==> src/rtl/fetch_unit.sv <==
// fetch_unit: instruction fetch stage.
// Owns the fetch PC, issues one word read at a time to instruction memory
// over a req/ack handshake, and buffers returned {pc, instr} pairs in a small
// circular queue drained downstream with valid/ready. A redirect flushes the
// queue and restarts fetch; an in-flight read is allowed to complete but its
// data is dropped.
module fetch_unit #(
    parameter logic [29:0] RESET_PC = 30'h0000_0C00,
    parameter int unsigned DEPTH    = 2
) (
    input  logic        clk,
    input  logic        reset,
    output logic        imem_req,
    output logic [29:0] imem_addr,
    input  logic        imem_ack,
    input  logic [31:0] imem_data,
    input  logic        redirect,
    input  logic [29:0] redirect_pc,
    output logic        instr_valid,
    output logic [31:0] instr,
    output logic [29:0] instr_pc,
    input  logic        instr_ready
);

    localparam int unsigned PTR_W = (DEPTH > 1) ? $clog2(DEPTH) : 1;
    localparam int unsigned CNT_W = $clog2(DEPTH + 1);
    localparam logic [CNT_W-1:0] DEPTH_C  = CNT_W'(DEPTH);
    localparam logic [PTR_W-1:0] LAST_PTR = PTR_W'(DEPTH - 1);

    // Circular pointer increment that also handles non-power-of-two depths.
    function automatic logic [PTR_W-1:0] ptr_inc(input logic [PTR_W-1:0] p);
        logic [PTR_W-1:0] r;
        if (p == LAST_PTR) begin
            r = {PTR_W{1'b0}};
        end else begin
            r = p + PTR_W'(1);
        end
        return r;
    endfunction

    // Architectural state
    logic [29:0]      fpc_q, fpc_d;
    logic             req_q, req_d;
    logic [29:0]      addr_q, addr_d;
    logic             drop_q, drop_d;
    logic [CNT_W-1:0] cnt_q, cnt_d;
    logic [PTR_W-1:0] rd_q, rd_d;
    logic [PTR_W-1:0] wr_q, wr_d;
    logic             valid_q, valid_d;
    logic [31:0]      head_ins_q, head_ins_d;
    logic [29:0]      head_pc_q, head_pc_d;
    logic [29:0]      pc_mem_q  [DEPTH];
    logic [31:0]      ins_mem_q [DEPTH];

    logic ack_s;
    logic pop_s;
    logic push_s;
    logic port_free_s;

    // Next-state computation: redirect, push/pop, launch and the next queue head.
    always_comb begin
        fpc_d      = fpc_q;
        req_d      = req_q;
        addr_d     = addr_q;
        drop_d     = drop_q;
        cnt_d      = cnt_q;
        rd_d       = rd_q;
        wr_d       = wr_q;
        head_ins_d = head_ins_q;
        head_pc_d  = head_pc_q;
        push_s     = 1'b0;

        // An ack is only meaningful while a request is actually outstanding.
        ack_s       = imem_ack & req_q;
        pop_s       = (cnt_q != {CNT_W{1'b0}}) & instr_ready;
        // Port is free after this edge when nothing is outstanding or it completes now.
        port_free_s = ~req_q | ack_s;

        if (redirect) begin
            // Flush wins over push/pop; a coincident pop counts as consumed.
            fpc_d = redirect_pc;
            cnt_d = {CNT_W{1'b0}};
            rd_d  = {PTR_W{1'b0}};
            wr_d  = {PTR_W{1'b0}};
            if (port_free_s) begin
                req_d  = 1'b1;
                addr_d = redirect_pc;
                drop_d = 1'b0;
            end else begin
                // Read still in flight: keep it on the bus, discard its data later.
                drop_d = 1'b1;
            end
        end else begin
            if (ack_s && drop_q) begin
                drop_d = 1'b0;
            end else if (ack_s) begin
                push_s = 1'b1;
                fpc_d  = addr_q + 30'd1;
                wr_d   = ptr_inc(wr_q);
            end else begin
                drop_d = drop_q;
            end

            if (pop_s) begin
                rd_d = ptr_inc(rd_q);
            end else begin
                rd_d = rd_q;
            end

            case ({push_s, pop_s})
                2'b10:   cnt_d = cnt_q + CNT_W'(1);
                2'b01:   cnt_d = cnt_q - CNT_W'(1);
                default: cnt_d = cnt_q;
            endcase

            // Only launch when the returning data is guaranteed a free entry.
            if (port_free_s && (cnt_d < DEPTH_C)) begin
                req_d  = 1'b1;
                addr_d = fpc_d;
            end else if (ack_s) begin
                req_d = 1'b0;
            end else begin
                req_d = req_q;
            end

            // Head registers track the new head; they hold when the queue empties.
            if (cnt_d == {CNT_W{1'b0}}) begin
                head_ins_d = head_ins_q;
                head_pc_d  = head_pc_q;
            end else if ((cnt_q == {CNT_W{1'b0}}) ||
                         (pop_s && (cnt_q == CNT_W'(1)))) begin
                head_ins_d = imem_data;
                head_pc_d  = addr_q;
            end else begin
                head_ins_d = ins_mem_q[rd_d];
                head_pc_d  = pc_mem_q[rd_d];
            end
        end

        valid_d = (cnt_d != {CNT_W{1'b0}});
    end

    // Control and output registers with asynchronous active-low reset.
    always_ff @(posedge clk or negedge reset) begin
        if (!reset) begin
            fpc_q      <= RESET_PC;
            req_q      <= 1'b0;
            addr_q     <= RESET_PC;
            drop_q     <= 1'b0;
            cnt_q      <= {CNT_W{1'b0}};
            rd_q       <= {PTR_W{1'b0}};
            wr_q       <= {PTR_W{1'b0}};
            valid_q    <= 1'b0;
            head_ins_q <= 32'h0000_0000;
            head_pc_q  <= RESET_PC;
        end else begin
            fpc_q      <= fpc_d;
            req_q      <= req_d;
            addr_q     <= addr_d;
            drop_q     <= drop_d;
            cnt_q      <= cnt_d;
            rd_q       <= rd_d;
            wr_q       <= wr_d;
            valid_q    <= valid_d;
            head_ins_q <= head_ins_d;
            head_pc_q  <= head_pc_d;
        end
    end

    // Queue storage: write the returned word and its address at the tail.
    always_ff @(posedge clk or negedge reset) begin
        if (!reset) begin
            for (int i = 0; i < DEPTH; i++) begin
                pc_mem_q[i]  <= 30'h0000_0000;
                ins_mem_q[i] <= 32'h0000_0000;
            end
        end else if (push_s) begin
            pc_mem_q[wr_q]  <= addr_q;
            ins_mem_q[wr_q] <= imem_data;
        end
    end

    assign imem_req    = req_q;
    assign imem_addr   = addr_q;
    assign instr_valid = valid_q;
    assign instr       = head_ins_q;
    assign instr_pc    = head_pc_q;

endmodule
==> config.mk <==
export PLATFORM = sky130hd
export DESIGN_NAME = fetch_unit
export DESIGN_NICKNAME = d
export VERILOG_FILES = /design/src/rtl/fetch_unit.sv
export SDC_FILE = /design/constraint.sdc
export NUM_CORES = 1
export LEC_CHECK = 0
export ABC_CLOCK_PERIOD_IN_PS = 4100
export CORE_MARGIN = 2
export CORE_UTILIZATION = 56
export DETAILED_ROUTE_END_ITERATION = 8
export HOLD_SLACK_MARGIN = 0.08
export PLACE_DENSITY = 0.91
export SYNTH_ARGS = -nofsm -noshare
export SYNTH_HDL_FRONTEND = slang
export SYNTH_SLANG_ARGS = --single-unit
==> constraint.sdc <==
create_clock -name clk -period 4.1 [get_ports clk]
set_clock_uncertainty 0.1 [all_clocks]
set_input_delay 0.615 -clock clk [delete_from_list [all_inputs] [get_ports clk]]
set_output_delay 0.615 -clock clk [all_outputs]
set_load 0.05 [all_outputs]
==> flow_summary_export.csv <==
group,metric,value,unit
synth,synth_top_area_cell,"dfrtp_1",
setup_path,cp_slowest_cell,"nor2b_1",
min_path,worstHoldPathType,"flop to flop",
power_and_ir_drop,leakage_component_of_the_power,6.516,nW
grt,first_global_vias,9486,
sta,report.final.hold_viol_count,0,
cells_and_area,layout-drive-gt1-share,23.07,%
placement,gpl.final_weighted_congestion,0.8590,
setup_path,cp_startpoint_kind,"flop",
cells_and_area,post-route-util,70.46,%
clock_network,clk_transition_reported_paths,0.07,ns
synth,syn-instance-count,1066,
synth,synth_top_cell_area_share,50.87,%
floorplan,num_rows,53,
sta,relative_slew_slack,27.02,%
grt,pin_count_of_the_biggest_net_entering_global_routing,87,
setup_path,cp_cell_sequence,"inv_1 > ha_1 > nor2b_1 > ha_1 > nor2_1 > o21ai_0 > a31oi_4 > buf_12 > mux2_2",
setup_path,reg2reg_setup_slack,1.11,ns
setup_path,data_arrival_critical_path,3.29,ns
setup_path,critical-path-max-stage-delay,0.40,ns
route,firstDrtPassIters,7,
floorplan,core_region_area,21150,um^2
clock_network,max_h_tree_level,1,
sta,maxClockFrequency,334.9,MHz
power_and_ir_drop,ir_drop,468.9,uV
clock_network,postCtsSetupBuffers,0,
floorplan,die_area,22890,um^2
min_path,hold-path-cell-count,2,
synth,synth_enable_flop_cells,0,
sta,worst_hold_slack,0.4012,ns
placement,placement.io_buffers,160,
floorplan,chipWidth,151.3,um
clock_network,cts_repair_resize_count,0,
route,wirelength,29.77,mm
sta,totalNegativeSetupSlack,0,ns
route,drc,0,
synth,largest_cells_by_area_after_synthesis,"dfrtp_1 51%, mux2_2 18%, mux2i_1 5.5%, a21oi_1 3.8%, nor2_1 3.1%",
setup_path,worst_r2r_endpoint,"instr_pc[23]",
synth,netlist_area,12150,um^2
clock_network,clock_insertion_delay_worst_skew,0.53,ns
job,max-cap-violations,0,
floorplan,initial_core_util,57.44,%
route,drtAntennaViolNets,0,
power_and_ir_drop,totalPowerFinal,10.38,mW
sta,fin_crit_sh,72.83,%
sta,grt_setup_unrepaired,"false",
min_path,timing.hold.worst.start,"pc_mem_q[15]",
setup_path,timing.rr.start,"cnt_q[0]",
synth,distinct_cell_type_count_of_the_synthesized_netlist,56,
synth,synth_nets,1138,
floorplan,design.portCount,161,
min_path,hold-path-endpoint,"pc_mem_q[15]",
cells_and_area,fillers,1407,
route,drt-wirelength-per-cell,20.10,um
floorplan,chipHeight,151.3,um
clock_network,cts.path.max_buffers,3,
sta,worstMarginPinSlew,1.095,ns
grt,grt_use_total,26.50,%
cells_and_area,finalNetCount,1260,
setup_path,rr_worst_depth,9,
sta,finalSetupViolations,0,
clock_network,clock_sink_count,253,
setup_path,timing.critical_path.fanout_max,47,
outcome,run_status,"finished, final reports clean",
setup_path,startpoint,"cnt_q[0]",
synth,post_synth.cell_area_avg,11.40,um^2
route,detailroute.via_count,8953,
setup_path,setup.worst_path.end_class,"flop",
synth,synth.ff_latch_count,253,
power_and_ir_drop,cellPowerDensity,696.3,nW/um^2
setup_path,worst-endpoint-required,4.40,ns
synth,async_reset_ff_share,100.0,%
grt,grt_first_pass_wirelength,48.44,mm
setup_path,critical_path.most_common_cell,"ha_1",
synth,synth-main-ff-cell,"dfrtp_1",
placement,detailed_place_hpwl,18.82,mm
synth,yosysSeqAreaShare,52.17,%
sta,final_period_minus_worst_setup_slack,2.986,ns
grt,initial_antenna_violation_count,1,
sta,slew_violations,0,
route,route.detailed.vias_per_inst,6.045,
setup_path,critical_path_class,"flop to flop",
clock_network,tritoncts,"yes",
clock_network,numCtsBuffers,26,
synth,ys.warnings.count,0,
clock_network,clockRootBuffer,"clkbuf_16",
cells_and_area,areaGrowthSynthToFinish,22.67,%
route,first_iter_violations,711,
grt,grt_overflow_total,0,
==> placed cells by master, fill, tap and decap left out, types with 6 or more instances in the layout <==
master / synthesis / final
dfrtp_1: 247 / 247
mux2_2: 190 / 190
clkdlybuf4s50_1: 0 / 158
nor2_1: 99 / 98
a21oi_1: 93 / 92
mux2i_1: 67 / 67
nand2_1: 58 / 57
o21ai_0: 36 / 36
clkbuf_16: 0 / 27
nor3_1: 21 / 21
xnor2_1: 18 / 18
nand3_1: 13 / 13
buf_4: 0 / 12
o31ai_1: 10 / 10
inv_1: 10 / 10
and4_1: 10 / 10
nand2b_1: 10 / 10
nor3b_1: 9 / 9
a31oi_1: 9 / 8
buf_12: 0 / 8
o21bai_1: 7 / 7
clkinv_2: 0 / 6
dfstp_2: 6 / 6
==> report_power, final <==
| part | leakage [nW] | total, mW | internal [mW] | switching, mW |
|---|---|---|---|---|
| Sequential | 3.03 | 4.05 | 3.40 | 0.656 |
| Combinational | 3.05 | 3.88 | 1.62 | 2.27 |
| Clock | 0.432 | 2.44 | 1.46 | 0.984 |
| Total | 6.52 | 10.4 | 6.47 | 3.91 |
==> metrics by stage <==
step | setup WS [ns] | std cells | instance area (um^2)
2_1_floorplan | 0.7540 | 1066 | 12150
3_3_place_gp | 0.7626 | 1434 | 14020
3_5_place_dp | 0.7023 | 1434 | 14020
4_1_cts | 1.139 | 1480 | 14900
5_1_grt | 0.9051 | 1481 | 14900
6_report | 1.114 | 1481 | 14900
==> sequential cells by signal (all words and copies together) (netlist names) <==
signal	cells
pc_mem_q	60
instr_valid	1
rd_q	1
wr_q	1
instr	32
instr_pc	30
imem_addr	30
ins_mem_q	64
imem_req	1
fpc_q	30
drop_q	1
cnt_q	2
==> layout make-up <==
cell class	instances	area, um^2	share of cell area [%]
diodes	1	2.502	0.01679
clock buffers	35	745.7	5.003
clock inverters	10	127.6	0.8563
inverters	10	37.54	0.2518
multi-input cells	716	5446	36.54
flip-flops and latches	253	6339	42.53
well taps	275	344.1	2.309
repair buffers	181	1862	12.49
==> kinds of logic (layout without fill, tap and decap cells) <==
logic type	count (synthesis)	after routing	share of synthesized area, %
xor+xnor	21	21	1.576
compound gates	184	184	8.825
mux	257	257	23.13
flops	253	253	52.17
other cells	0	1	0
fa+ha+maj	5	5	0.5149
buf+inv	97	236	3.439
simple gates	249	249	10.35
==> Yosys cell counts, types with 9 or more instances <==
library cell	number
dfrtp_1	247
mux2_2	190
nor2_1	99
a21oi_1	93
mux2i_1	67
nand2_1	58
clkbuf_1	41
buf_2	37
o21ai_0	36
nor3_1	21
xnor2_1	18
nand3_1	13
and4_1	10
inv_1	10
nand2b_1	10
o31ai_1	10
a31oi_1	9
nor3b_1	9
==> critical path, delay by kind of cell (launching register included) <==
kind / cells / cell delay (ns)
compound gates: 2 / 0.44
mux: 1 / 0.39
simple gates: 2 / 0.53
buf+inv: 2 / 0.34
flops: 1 / 0.39
fa+ha+maj: 2 / 0.62
==> worst max-delay path by stage <==
stage | to | slack, ns | depth (start not counted)
after floorplan | instr[0] | 0.75 | 11
after CTS | instr_pc[3] | 1.14 | 9
after detailed placement | instr[18] | 0.70 | 10
after global placement | instr_pc[3] | 0.76 | 8
after global routing | instr_pc[5] | 0.91 | 9
final | instr_pc[23] | 1.11 | 9
==> timing repair <==
action | CTS | global route
hold buffers | 1 | 0
setup endpoints to repair | 0 | 0
endpoints found under the hold margin | 74 | 0
==> routing by layer <==
metal / global-route usage, % / routed length, um / vias to the layer above
met5: 0 / 0 / -
met4: 10.14 / 851 / 0
met3: 3.886 / 1868 / 68
met2: 44.71 / 14910 / 345
met1: 34.82 / 12140 / 4515
li1: - / - / 4025
Note: power is estimated with default switching activity, not from simulation.
